File: src/rtl/instruction_fetch.sv
// ============================================================================
// Module      : instruction_fetch
// Description : IF stage. Issues in-order fetches and fills the IF/ID register.
//               Handles wait states, decode stalls and branch redirects.
// Revision    : 1.0 - initial release
// ============================================================================
`default_nettype none

module instruction_fetch #(
    parameter logic [31:0] RESET_PC = 32'h0000_0000,
    parameter logic [31:0] NOP_WORD = 32'h0000_0000
) (
    input  logic        clk,
    input  logic        reset,
    input  logic        stall,
    input  logic        redirect,
    input  logic [31:0] redirect_target,
    output logic        imem_req,
    output logic [31:0] imem_addr,
    input  logic [31:0] imem_rdata,
    input  logic        imem_ready,
    output logic [31:0] instruction,
    output logic [31:0] pc_out,
    output logic [31:0] pc_plus4,
    output logic        inst_valid
);

    typedef enum logic [1:0] {
        S_FETCH   = 2'd0,
        S_DISCARD = 2'd1,
        S_BUFFER  = 2'd2
    } state_t;

    state_t      state_q, state_d;
    logic [31:0] pc_q, pc_d;
    logic [31:0] buf_q, buf_d;
    logic [31:0] pend_q, pend_d;
    logic [31:0] instr_q, instr_d;
    logic [31:0] pc_out_q, pc_out_d;
    logic [31:0] pc_plus4_q, pc_plus4_d;
    logic        valid_q, valid_d;

    logic [31:0] w_pc_inc;

    assign w_pc_inc = pc_q + 32'd4;

    // The request is never withdrawn mid-flight except by reset, which also
    // resets the memory, so the address only depends on state and pc.
    assign imem_req  = !reset && ((state_q == S_FETCH) || (state_q == S_DISCARD));
    assign imem_addr = pc_q;

    assign instruction = instr_q;
    assign pc_out      = pc_out_q;
    assign pc_plus4    = pc_plus4_q;
    assign inst_valid  = valid_q;

    always_comb begin
        state_d    = state_q;
        pc_d       = pc_q;
        buf_d      = buf_q;
        pend_d     = pend_q;
        instr_d    = instr_q;
        pc_out_d   = pc_out_q;
        pc_plus4_d = pc_plus4_q;
        valid_d    = valid_q;

        case (state_q)
            S_FETCH: begin
                if (redirect) begin
                    instr_d = NOP_WORD;
                    valid_d = 1'b0;
                    if (imem_ready) begin
                        pc_d = redirect_target;
                    end else begin
                        pend_d  = redirect_target;
                        state_d = S_DISCARD;
                    end
                end else if (imem_ready) begin
                    if (!stall) begin
                        instr_d    = imem_rdata;
                        pc_out_d   = pc_q;
                        pc_plus4_d = w_pc_inc;
                        valid_d    = 1'b1;
                        pc_d       = w_pc_inc;
                    end else begin
                        buf_d   = imem_rdata;
                        state_d = S_BUFFER;
                    end
                end else if (!stall) begin
                    valid_d = 1'b0;
                end
            end

            S_DISCARD: begin
                instr_d = NOP_WORD;
                valid_d = 1'b0;
                if (imem_ready) begin
                    pc_d    = redirect ? redirect_target : pend_q;
                    state_d = S_FETCH;
                end else if (redirect) begin
                    pend_d = redirect_target;
                end
            end

            S_BUFFER: begin
                if (redirect) begin
                    instr_d = NOP_WORD;
                    valid_d = 1'b0;
                    pc_d    = redirect_target;
                    state_d = S_FETCH;
                end else if (!stall) begin
                    instr_d    = buf_q;
                    pc_out_d   = pc_q;
                    pc_plus4_d = w_pc_inc;
                    valid_d    = 1'b1;
                    pc_d       = w_pc_inc;
                    state_d    = S_FETCH;
                end
            end

            default: begin
                state_d = S_FETCH;
            end
        endcase
    end

    always_ff @(posedge clk) begin
        if (reset) begin
            state_q    <= S_FETCH;
            pc_q       <= RESET_PC;
            buf_q      <= 32'd0;
            pend_q     <= 32'd0;
            instr_q    <= NOP_WORD;
            pc_out_q   <= 32'd0;
            pc_plus4_q <= 32'd0;
            valid_q    <= 1'b0;
        end else begin
            state_q    <= state_d;
            pc_q       <= pc_d;
            buf_q      <= buf_d;
            pend_q     <= pend_d;
            instr_q    <= instr_d;
            pc_out_q   <= pc_out_d;
            pc_plus4_q <= pc_plus4_d;
            valid_q    <= valid_d;
        end
    end

endmodule

`default_nettype wire
File: config.mk
export PLATFORM = sky130hd
export DESIGN_NAME = instruction_fetch
export DESIGN_NICKNAME = d
export VERILOG_FILES = /design/src/rtl/instruction_fetch.sv
export SDC_FILE = /design/constraint.sdc
export NUM_CORES = 1
export LEC_CHECK = 0
export ABC_AREA = 1
export BUFFER_PORTS_ARGS = -buffer_cell sky130_fd_sc_hd__buf_2
export CORE_MARGIN = 10
export CORE_UTILIZATION = 58
export CTS_BUF_LIST = sky130_fd_sc_hd__clkbuf_4 sky130_fd_sc_hd__clkbuf_8 sky130_fd_sc_hd__clkbuf_16
export CTS_CLUSTER_DIAMETER = 40
export CTS_CLUSTER_SIZE = 14
export DETAILED_ROUTE_END_ITERATION = 16
export GPL_TIMING_DRIVEN = 0
export HOLD_SLACK_MARGIN = 0.1
export MAX_ROUTING_LAYER = met4
export PLACE_DENSITY = 0.83
export SYNTH_ARGS = -nofsm -noshare
export SYNTH_HDL_FRONTEND = slang
export SYNTH_SLANG_ARGS = --single-unit
File: constraint.sdc
create_clock -name clk -period 3.6 [get_ports clk]
set_clock_uncertainty 0.15 [all_clocks]
set_input_delay 1.08 -clock clk [delete_from_list [all_inputs] [get_ports clk]]
set_output_delay 1.08 -clock clk [all_outputs]
set_load 0.01 [all_outputs]
==> impl_metrics.env <==
export IMPL_fmax_mhz=292
export IMPL_yosys_warnings=0
export IMPL_cts_sinks=193
export IMPL_clkTransAtPathRegs_ns=0.07
export IMPL_synthDominantCellAreaShare_pct=42.7
export IMPL_cap_viol_max_count=0
export IMPL_leakagePower_nw=4.93
export IMPL_regArea_mm2=0.00386
export IMPL_critPathMaxFanout=10
export IMPL_grt_use_total_pct=30.4
export IMPL_vias=9936
export IMPL_hold_buffers=0
export IMPL_hold_ws_ns=0.299
export IMPL_setup_violations=0
export IMPL_final_hold_viol_count=0
export IMPL_finalMaxSlewViolations=0
export IMPL_antenna_left=0
export IMPL_antenna_found_initial=0
export IMPL_multi_input_comb_area_mm2=0.00441
export IMPL_drive_above_1_share_pct=18.4
export IMPL_status="completed"
export IMPL_numCtsBuffers=17
export IMPL_firstDrtPassIters=6
export IMPL_core_mm2=0.0153
export IMPL_clockBufferDepth=2
export IMPL_cts_root_buf="clkbuf_16"
export IMPL_crit_type="in -> out"
export IMPL_finalCritPeriodShare_pct=95.3
export IMPL_grt_overflow_total=0
export IMPL_port_buffers=197
export IMPL_vias_per_cell=5.69
export IMPL_critPathArrivalTime_ns=2.20
export IMPL_area_growth_pct=21.0
export IMPL_period_needed_ns=3.43
export IMPL_tightest_slew_ns=0.695
export IMPL_pin_count=199
export IMPL_syn_nets=1381
export IMPL_drt_wl_total_mm=32.1
export IMPL_grt_pass1_wl_mm=48.6
export IMPL_min_path_type="reg -> reg"
export IMPL_grt_max_degree=17
export IMPL_fill_cells=1355
export IMPL_die_w_um=145
export IMPL_end_kind="output pin"
export IMPL_ys_ff_latch=193
export IMPL_worst_setup_path_start_kind="input port"
export IMPL_tritoncts="yes"
export IMPL_initial_core_util_pct=59.3
export IMPL_dpl_worst_slack_ns=0.00569
export IMPL_finalNetCount=1596
export IMPL_relSlewSlack_pct=53.7
export IMPL_required_ns=2.37
export IMPL_netlist_area_mm2=0.00904
export IMPL_drt_initial_drc_count=1107
export IMPL_rows=45
export IMPL_ys_types=35
export IMPL_ys_top_cells_by_area="dfxtp_1, nand2_1, a21oi_1, o21ai_0, inv_1"
export IMPL_cts_setup_buffers=0
export IMPL_vdd_drop_max_v=0.000394
export IMPL_rsz0062_at_grt="false"
export IMPL_gp_congestion=1.01
export IMPL_dpl_hpwl_mm=23.8
export IMPL_grt_pass1_vias=9033
export IMPL_synthCells=1307
export IMPL_syn_area_per_cell_um2=6.92
export IMPL_fp_dieArea_mm2=0.0210
export IMPL_synth_area_leader_cell="dfxtp_1"
export IMPL_final_setup_worst_slack_ns=0.170
export IMPL_synth_yosys_seq_area_share_pct=42.7
export IMPL_powerDensity_mw_per_mm2=590
export IMPL_worstSkewPairLatency_ns=0.43
export IMPL_route_detailed_drc=0
export IMPL_cts_htree_levels=4
export IMPL_wl_per_cell_um=18.3
export IMPL_die_h_um=145
export IMPL_fin_setup_tns_ns=0
-- cell type report --
class,instances,share of cell area (%)
multi-input cells,932,40.3
plain buffers,91,3.88
repair buffers,197,9.01
diodes,1,0.0229
clock buffers,21,4.33
clock inverters,11,1.59
flip-flops and latches,193,35.3
inverters,90,3.09
well taps,211,2.41
-- registers in the layout (all words and copies together) (netlist names) --
name and count:
buf_q 32, imem_addr 32, inst_valid 1, instruction 32
pc_out 30, pc_plus4 32, pend_q 32, state_q 2
-- per-stage QoR --
stage          power [W]  instances  area [µm²]  util [%]
2_1_floorplan    0.00370       1307        9040         -
3_3_place_gp     0.00431       1715       10300      67.5
3_5_place_dp     0.00435       1715       10300      67.5
4_1_cts          0.00640       1747       10900      71.7
5_1_grt          0.00673       1746       10900      71.7
6_report         0.00645       1747       10900      71.7
-- power by group --
group	internal, W	switching, W
sequential	0.00241	0.000257
combinational	0.000572	0.00114
clock	0.00123	0.000842
-- logic make-up (layout without fill, tap and decap cells) --
group | Yosys count | after routing | share of synthesized area [%]
AND/OR/NAND/NOR | 483 | 483 | 21.8
AO/OA/AOI/OAI | 429 | 429 | 24.8
flip-flops | 193 | 193 | 42.7
buffers and inverters | 182 | 410 | 8.45
XOR/XNOR | 15 | 15 | 1.54
adder cells (fa/ha/maj) | 5 | 5 | 0.692
other | 0 | 1 | 0
-- synthesized netlist by cell type, drive strengths merged --
| master | number |
|---|---|
| a211oi | 2 |
| a21boi | 1 |
| a21oi | 228 |
| a22o | 1 |
| a31oi | 2 |
| and2 | 2 |
| buf | 35 |
| clkbuf | 57 |
| dfxtp | 193 |
| ha | 5 |
| inv | 90 |
| nand2 | 343 |
| nand3 | 46 |
| nand3b | 6 |
| nand4 | 1 |
| nor2 | 81 |
| nor3 | 4 |
| o211ai | 10 |
| o21ai | 167 |
| o21bai | 17 |
| o22ai | 1 |
| xnor2 | 3 |
| xor2 | 12 |
-- layer usage --
metal  vias to the layer above  GRT usage [%]  wire [µm]  share of wire [%]
met1                      4549           41.1      13400                 42
li1                       4732              -          -                  -
met2                       599           45.3      14100                 44
met3                        56           6.10       3800                 12
met5                         -              -          0                  0
met4                         0           8.72        765                2.4
-- path summary, 6_finish.rpt --
kind / slack (ns) / end / cells after the start / from
min: 0.30 / buf_q[7] / 2 / buf_q[7]
max reg2reg: 1.12 / pc_out[28] / 8 / state_q[0]
max: 0.17 / imem_req / 4 / reset
min reg2reg: 0.30 / buf_q[7] / 2 / buf_q[7]
-- worst max-delay path, stage by stage --
cell      delay (ns)
clkbuf_1        0.47
clkbuf_2        0.41
a21oi_1         0.07
buf_2           0.16
-- cells in the final DEF (no fill, tap or decap), drive strengths merged, types with 2 or more instances in the layout --
cell type / count
xor2: 12
xnor2: 3
inv: 93
buf: 232
nor2: 81
o21ai: 167
o21bai: 17
and2: 2
ha: 5
dfxtp: 193
clkbuf: 77
bufinv: 4
clkinv: 4
nand3: 46
o211ai: 10
nand3b: 6
a31oi: 2
nor3: 4
a211oi: 2
nand2: 343
a21oi: 228
-- what timing repair did --
item,4_1_cts,5_1_grt
endpoints found under the setup margin,1,1
cloned,0,0
gates resized for setup,1,0
pin swaps,0,0
Power figures use the tool's default switching activity.
